<file path="config.mk">
export PLATFORM = sky130hd
export DESIGN_NAME = pulse_emitter
export DESIGN_NICKNAME = d
export VERILOG_FILES = /design/src/rtl/pulse_emitter.sv
export SDC_FILE = /design/constraint.sdc
export NUM_CORES = 1
export LEC_CHECK = 0
export CAP_MARGIN = 20
export CORE_MARGIN = 2
export CORE_UTILIZATION = 37
export DETAILED_ROUTE_END_ITERATION = 8
export PLACE_DENSITY = 0.69
export SETUP_SLACK_MARGIN = 0.1
export SYNTH_ARGS = -nofsm -noshare
export SYNTH_HDL_FRONTEND = slang
export SYNTH_SLANG_ARGS = --single-unit
</file>
<file path="constraint.sdc">
create_clock -name clk -period 2.1 [get_ports clk]
set_input_delay 0.315 -clock clk [delete_from_list [all_inputs] [get_ports clk]]
set_output_delay 0.315 -clock clk [all_outputs]
set_load 0.03 [all_outputs]
</file>
<file path="src/rtl/pulse_emitter.sv">
// Turns single-cycle triggers into fixed-width level pulses with a guaranteed low gap,
// sized for a far-domain 2-flop synchronizer; extra triggers queue in a saturating counter.
module pulse_emitter #(
    parameter int HIGH_CYCLES = 4,
    parameter int LOW_CYCLES  = 4,
    parameter int PEND_W      = 4
) (
    input  logic              clk,
    input  logic              rst_n,
    input  logic              trig_in,
    input  logic              clear,
    output logic              pulse_level,
    output logic              busy,
    output logic [PEND_W-1:0] pending,
    output logic              overflow,
    output logic              done
);

    localparam int MAX_CYC = (HIGH_CYCLES > LOW_CYCLES) ? HIGH_CYCLES : LOW_CYCLES;
    localparam int CNT_W   = $clog2(MAX_CYC);

    localparam logic [CNT_W-1:0]  HIGH_LOAD = CNT_W'(HIGH_CYCLES - 1);
    localparam logic [CNT_W-1:0]  LOW_LOAD  = CNT_W'(LOW_CYCLES - 1);
    localparam logic [PEND_W-1:0] PEND_MAX  = '1;

    localparam logic [1:0] S_IDLE = 2'd0;
    localparam logic [1:0] S_HIGH = 2'd1;
    localparam logic [1:0] S_LOW  = 2'd2;

    logic [1:0]        state_q, state_d;
    logic [CNT_W-1:0]  cnt_q, cnt_d;
    logic [PEND_W-1:0] pending_q, pending_d;
    logic              overflow_q, overflow_d;
    logic              done_q, done_d;
    logic              pulse_level_q, pulse_level_d;
    logic              start_from_trig;
    logic              dequeue;

    always_comb begin
        state_d         = state_q;
        cnt_d           = cnt_q;
        pending_d       = pending_q;
        overflow_d      = overflow_q;
        done_d          = 1'b0;
        start_from_trig = 1'b0;
        dequeue         = 1'b0;

        case (state_q)
            S_IDLE: begin
                if (trig_in) begin
                    state_d         = S_HIGH;
                    cnt_d           = HIGH_LOAD;
                    start_from_trig = 1'b1;
                end
            end
            S_HIGH: begin
                if (cnt_q != '0) begin
                    cnt_d = cnt_q - CNT_W'(1);
                end else begin
                    state_d = S_LOW;
                    cnt_d   = LOW_LOAD;
                end
            end
            S_LOW: begin
                if (cnt_q != '0) begin
                    cnt_d = cnt_q - CNT_W'(1);
                end else begin
                    done_d = 1'b1;
                    // Queued work takes precedence; a fresh trigger only starts directly on an empty queue.
                    if (pending_q != '0) begin
                        state_d = S_HIGH;
                        cnt_d   = HIGH_LOAD;
                        dequeue = 1'b1;
                    end else if (trig_in) begin
                        state_d         = S_HIGH;
                        cnt_d           = HIGH_LOAD;
                        start_from_trig = 1'b1;
                    end else begin
                        state_d = S_IDLE;
                    end
                end
            end
            default: begin
                state_d = S_IDLE;
                cnt_d   = '0;
            end
        endcase

        if (trig_in && !start_from_trig) begin
            if (!dequeue) begin
                if (pending_q != PEND_MAX) begin
                    pending_d = pending_q + PEND_W'(1);
                end else begin
                    overflow_d = 1'b1;
                end
            end
        end else if (dequeue) begin
            pending_d = pending_q - PEND_W'(1);
        end

        if (clear) begin
            state_d    = S_IDLE;
            cnt_d      = '0;
            pending_d  = '0;
            overflow_d = 1'b0;
            done_d     = 1'b0;
        end

        pulse_level_d = (state_d == S_HIGH);
    end

    always_ff @(posedge clk or negedge rst_n) begin
        if (!rst_n) begin
            state_q       <= S_IDLE;
            cnt_q         <= '0;
            pending_q     <= '0;
            overflow_q    <= 1'b0;
            done_q        <= 1'b0;
            pulse_level_q <= 1'b0;
        end else begin
            state_q       <= state_d;
            cnt_q         <= cnt_d;
            pending_q     <= pending_d;
            overflow_q    <= overflow_d;
            done_q        <= done_d;
            pulse_level_q <= pulse_level_d;
        end
    end

    assign pulse_level = pulse_level_q;
    assign busy        = (state_q != S_IDLE);
    assign pending     = pending_q;
    assign overflow    = overflow_q;
    assign done        = done_q;

endmodule

</file>
# --- After elaboration in Yosys (flattened, before gate mapping) ---
# Index checks and enable logic that the tools add are counted.
totals:
  input_bits: 4
  word_cells: 59
  register_bits: 11
  out_inout_bits: 8
classes:
  reduce_logical: 11
  n_mux: 32
  n_addsub: 3
  n_eq_ne: 7
op_table:
  columns: ["operator", "n"]
  rows:
  - ["two-way mux 4 bit", 5]
  - ["two-way mux 2 bit", 9]
  - ["two-way mux 1 bit", 15]
  - ["one-hot mux 2 bit (3 select lines)", 2]
  - ["AND reduction 3 bit", 2]
  - ["nonzero test 2 bit", 3]
  - ["nonzero test 3 bit", 2]
  - ["adder 4 x 1 -> 4 bit, second input constant", 1]
  - ["== test 2 x 1 -> 1 bit, second input constant", 2]
  - ["!= test 2 bit, second input constant", 2]
  - ["!= test 4 bit, second input constant", 1]
  - ["nonzero test 4 bit", 1]
  - ["subtractor 4 x 1 -> 4 bit, second input constant", 1]
  - ["!= test 3 bit, second input constant", 1]
  - ["== test 2 bit, second input constant", 1]
  - ["zero test 2 bit", 1]
  - ["one-hot mux 1 bit (2 select lines)", 1]
  - ["subtractor 2 x 1 -> 2 bit, second input constant", 1]
  - ["logical AND 1 bit", 1]
  - ["zero test 1 bit", 1]

# --- Longest topological paths before layout ---
depth:
  word_depth: 8
  ltp_mapped: 11
  depth_no_buf: 11

# --- Worst setup path after synthesis ---
# Ideal clock, no wire load.
synth_timing:
  kind: "register to register"
  from: "register pending_q[0] (netlist: pending[0])"
  to: "register pending_q[3] (netlist: pending[3])"
  setup_ns: 0.074
  arrival_ns: 2.272
  period_less_slack_ns: 2.346
  n_path_buf: 0
  stages_incl_launch_ff: 9
  required_ns: 2.026
  slack_ns: -0.246
  path_cell_list: "dfrtp_1 -> or4_4 -> o311ai_4 -> ha_1 -> o21ai_0 -> nand2b_1 -> mux2i_1 -> nand3_1 -> a21oi_2"
synth_via:
  elab_chain_cells: 8
  word_cells_on_any_way: 21
  classes_between: "add/sub: 2; eq/ne: 2; mux: 11; reduce/logical: 6"
synth_rtl:
  columns: ["item", "line_no", "source"]
  rows:
  - ["start: declaration", "32", "logic [PEND_W-1:0] pending_q, pending_d;"]
  - ["start signal: assignment", "123", "pending_q <= pending_d;"]
  - ["nonzero test 4 bit", "70", "if (pending_q != '0) begin"]
  - ["two-way mux 1 bit", "70", null]
  - ["two-way mux 1 bit", "65", "if (cnt_q != '0) begin"]
  - ["one-hot mux 1 bit (2 select lines)", "48", "case (state_q)"]
  - ["zero test 1 bit", "89", "if (trig_in && !start_from_trig) begin"]
  - ["logical AND 1 bit", "89", null]
  - ["!= test 3 bit (no line) (tied with other cells)", null, null]
  - ["AND reduction 3 bit (no line) / two-way mux 4 bit (equally long branches)", null, null]
# Parallel ways exist; a longest one is shown, timed or not. The select of a mux whose other input is x is not followed.
# A chain may end at the register's enable or synchronous reset.

# --- Worst setup path after layout ---
# Same ends and word-level chain as after synthesis.

==> impl_metrics.xml <==
<?xml version="1.0" encoding="UTF-8"?>
<metrics>
  <group name="floorplan">
    <metric name="x_dimension_of_the_die" unit="microns">47.4</metric>
    <metric name="i_o_pin_count" unit="">12</metric>
    <metric name="dieArea" unit="sq um">2250</metric>
    <metric name="starting_density" unit="%">39.9</metric>
    <metric name="rows" unit="">15</metric>
    <metric name="die_h" unit="microns">47.4</metric>
    <metric name="core_area" unit="sq um">1750</metric>
  </group>
  <group name="yosys">
    <metric name="syn_avg_cell_area" unit="sq um">9.29</metric>
    <metric name="synth_sequential_area_ratio" unit="%">39.5</metric>
    <metric name="ys_ff_latch" unit="">11</metric>
    <metric name="netlist_instances" unit="">75</metric>
    <metric name="post_synth_instance_area" unit="sq um">697</metric>
    <metric name="synth_top_cell_by_area" unit="">sky130_fd_sc_hd__dfrtp_1</metric>
    <metric name="synth.net_count" unit="">83</metric>
    <metric name="synthDominantCellAreaShare" unit="%">39.5</metric>
    <metric name="synth.top_cells.by_area" unit="">sky130_fd_sc_hd__dfrtp_1, sky130_fd_sc_hd__ha_1, sky130_fd_sc_hd__mux2i_1, sky130_fd_sc_hd__nor2_1, sky130_fd_sc_hd__o311ai_4</metric>
    <metric name="synthesis.yosys.warnings" unit="">0</metric>
    <metric name="yosys.cell_types.count" unit="">31</metric>
  </group>
  <group name="worst_setup_path">
    <metric name="number_of_buffer_and_inverter_instances_along_the_worst_setup_path" unit="">1</metric>
    <metric name="critPathSlowestCell" unit="">sky130_fd_sc_hd__or4_4</metric>
    <metric name="end_kind" unit="">flip-flop</metric>
    <metric name="worst_path_dominant_cell_family" unit="">simple AND/OR/NAND/NOR gates</metric>
    <metric name="cp_data_arrival_time" unit="ps">2360</metric>
    <metric name="worst_setup_sp_type" unit="">flip-flop</metric>
    <metric name="crit_path_max_incr_delay" unit="ps">550</metric>
    <metric name="timing.critical_path.cells" unit="">or4_4, o311ai_4, buf_4, ha_4, o21ai_1, nand2b_1, mux2i_1, a21o_1, a21oi_2</metric>
    <metric name="crit_path_max_fanout" unit="">3</metric>
    <metric name="worstSetupPathType" unit="">flip-flop to flip-flop</metric>
    <metric name="worst_ep_required_time" unit="ps">2270</metric>
  </group>
  <group name="detailed_routing">
    <metric name="drt-pass1-iter-count" unit="">6</metric>
    <metric name="remaining_number_of_nets_flagged_by_the_antenna_check_after_routing" unit="">0</metric>
    <metric name="post_drt_wl_per_cell" unit="microns">12.6</metric>
    <metric name="drt_first_iter_violations" unit="">16</metric>
    <metric name="route.detailed.drc" unit="">0</metric>
    <metric name="finalWirelength" unit="microns">1620</metric>
    <metric name="dr_total_vias" unit="">689</metric>
    <metric name="vias_per_cell" unit="">5.34</metric>
  </group>
  <group name="timing">
    <metric name="setup_ws" unit="ps">-90.1</metric>
    <metric name="fin_tns_setup" unit="ps">-125</metric>
    <metric name="worst-slew-pin-transition" unit="ps">495</metric>
    <metric name="whs" unit="ps">371</metric>
    <metric name="grt_setup_unrepaired" unit="">yes</metric>
    <metric name="finalHoldViolations" unit="">0</metric>
    <metric name="setup-violations-final" unit="">2</metric>
    <metric name="final.period_utilization" unit="%">104</metric>
    <metric name="finalMaxSlewViolations" unit="">0</metric>
    <metric name="fmaxAchievable" unit="MHz">457</metric>
    <metric name="timing.max_slew.rel_slack" unit="%">66.9</metric>
    <metric name="fin_crit" unit="ps">2190</metric>
    <metric name="final.setup_skew" unit="ps">0.934</metric>
  </group>
  <group name="global_route">
    <metric name="grt_usage" unit="%">16.8</metric>
    <metric name="grt_pass1_vias" unit="">611</metric>
    <metric name="antenna_found_initial" unit="">0</metric>
    <metric name="global_route_wire_length_before_repair" unit="microns">2570</metric>
    <metric name="grt_max_degree" unit="">14</metric>
    <metric name="grt_overflow" unit="">0</metric>
  </group>
  <group name="cts">
    <metric name="worstSkewPairLatency" unit="ps">270</metric>
    <metric name="cts_root_buffer" unit="">sky130_fd_sc_hd__clkbuf_4</metric>
    <metric name="tritoncts" unit="">built</metric>
    <metric name="cts.sinks" unit="">11</metric>
    <metric name="cts_max_level" unit="">1</metric>
    <metric name="cts_buffer_depth" unit="">2</metric>
    <metric name="cts.reportedPaths.clkPinSlew" unit="ps">70</metric>
    <metric name="cts_hold_repair.buffers" unit="">0</metric>
    <metric name="cts_made_buffers" unit="">3</metric>
  </group>
  <group name="power">
    <metric name="power_density" unit="nW/um^2">830</metric>
    <metric name="sum_of_internal_switching_and_leakage_power" unit="mW">0.828</metric>
    <metric name="vdd_ir_max" unit="V">0.000467</metric>
    <metric name="power_leakage" unit="nW">0.442</metric>
  </group>
  <group name="run_status">
    <metric name="run_status" unit="">complete, but fails checks</metric>
    <metric name="violations" unit="">negative setup slack</metric>
  </group>
  <group name="cells_and_area">
    <metric name="nFillCells" unit="">170</metric>
    <metric name="multiInputGateArea" unit="sq um">395</metric>
    <metric name="ff_latch_area" unit="sq um">278</metric>
    <metric name="antenna_cells" unit="">0</metric>
    <metric name="area_growth_syn_to_layout" unit="%">43.3</metric>
    <metric name="final_net_count" unit="">113</metric>
    <metric name="post_route_cells_drive_above_1_share" unit="%">26.9</metric>
    <metric name="postLayoutCellArea" unit="sq um">998</metric>
  </group>
  <group name="placed_design">
    <metric name="post_dp_cell_area" unit="sq um">945</metric>
    <metric name="detailedPlacementHpwl" unit="microns">1190</metric>
    <metric name="place_congestion" unit="">0.848</metric>
    <metric name="portBuffers" unit="">11</metric>
  </group>
  <group name="job">
    <metric name="max_cap_violations" unit="">0</metric>
  </group>
  <group name="hold_path">
    <metric name="hp-class" unit="">input port to async pin</metric>
  </group>
</metrics>
synthesized netlist by cell type (all sizes together):
cell,count
dfrtp,11
nor2,8
a21oi,6
inv,6
o21ai,5
ha,4
clkbuf,3
mux2i,3
nand3,3
nor3,3
a21o,2
nand2,2
o311ai,2
xnor2,2
a2111oi,1
a221oi,1
a31oi,1
a32o,1
and3,1
and4,1
buf,1
nand2b,1
nand4,1
o211ai,1
o31ai,1
o41ai,1
or2,1
or3,1
or4,1
stage by stage:
stage	instances	setup slack, ps	util, %
2_1_floorplan	75	-177	-
3_3_place_gp	123	-21.6	54.1
3_5_place_dp	123	-65.0	54.1
4_1_cts	128	-76.6	56.1
5_1_grt	129	-154	57.2
6_report	129	-90.1	57.2
layout by cell type (no fill, tap or decap), types with 3 or more instances in the layout:
cell type / count
sky130_fd_sc_hd__ha_1: 3
sky130_fd_sc_hd__nand3_1: 3
sky130_fd_sc_hd__nor2_1: 8
sky130_fd_sc_hd__a21oi_1: 5
sky130_fd_sc_hd__dfrtp_1: 9
sky130_fd_sc_hd__clkbuf_4: 3
sky130_fd_sc_hd__clkdlybuf4s50_1: 11
sky130_fd_sc_hd__inv_1: 6
sky130_fd_sc_hd__buf_4: 18
sky130_fd_sc_hd__o21ai_0: 4
sky130_fd_sc_hd__mux2i_1: 3
sky130_fd_sc_hd__nor3_1: 3
final timing paths:
kind	cells after the start	slack [ps]	end	start
worst max-delay path	9	-90	pending[3]	pending[0]
worst min-delay path	1	370	cnt_q[1]	rst_n
worst max register to register	9	-90	pending[3]	pending[0]
worst min register to register	1	500	overflow	overflow
max in group asynchronous	1	1370	pending[1]	rst_n
min in group clk	1	500	overflow	overflow
routing by layer:
metal | part of all wire (%) | global-route usage [%]
met1 | 42 | 20.0
met2 | 48 | 26.5
met5 | 0 | 0
met3 | 8.0 | 6.92
met4 | 1.6 | 7.22
power by group:
group | total, mW | internal [mW] | leakage [nW] | switching, mW
clock network | 0.150 | 0.0737 | 0.0150 | 0.0760
logic | 0.424 | 0.203 | 0.283 | 0.221
registers | 0.254 | 0.239 | 0.144 | 0.0152
total | 0.828 | 0.516 | 0.442 | 0.312
kinds of logic after synthesis:
kind of cell / share of synthesized area [%]
buffers and inverters: 5.56
AO/OA/AOI/OAI: 23.9
adder cells (fa/ha/maj): 7.18
AND/OR/NAND/NOR: 17.1
flip-flops: 39.5
XOR/XNOR: 2.51
multiplexers: 4.31
layout make-up:
type / instances / area share, %
Multi-Input combinational cell: 54 / 39.6
Sequential cell: 11 / 27.8
Timing Repair Buffer: 29 / 24.6
Tap cell: 25 / 3.13
Clock buffer: 4 / 2.63
Inverter: 6 / 2.26
registers in the layout, indices dropped and copies added, names as in the netlist:
signal,cells
cnt_q,2
done,1
pending,4
overflow,1
pulse_level,1
state_q,2
what timing repair did:
| action | in CTS | in global routing |
|---|---|---|
| cloned | 0 | 0 |
| buffers inserted | 1 | 1 |
| gates resized for setup | 1 | 1 |
| endpoints found under the setup margin | 3 | 3 |
| pin swaps | 1 | 6 |
No activity file was read; power rests on OpenSTA's default activity.
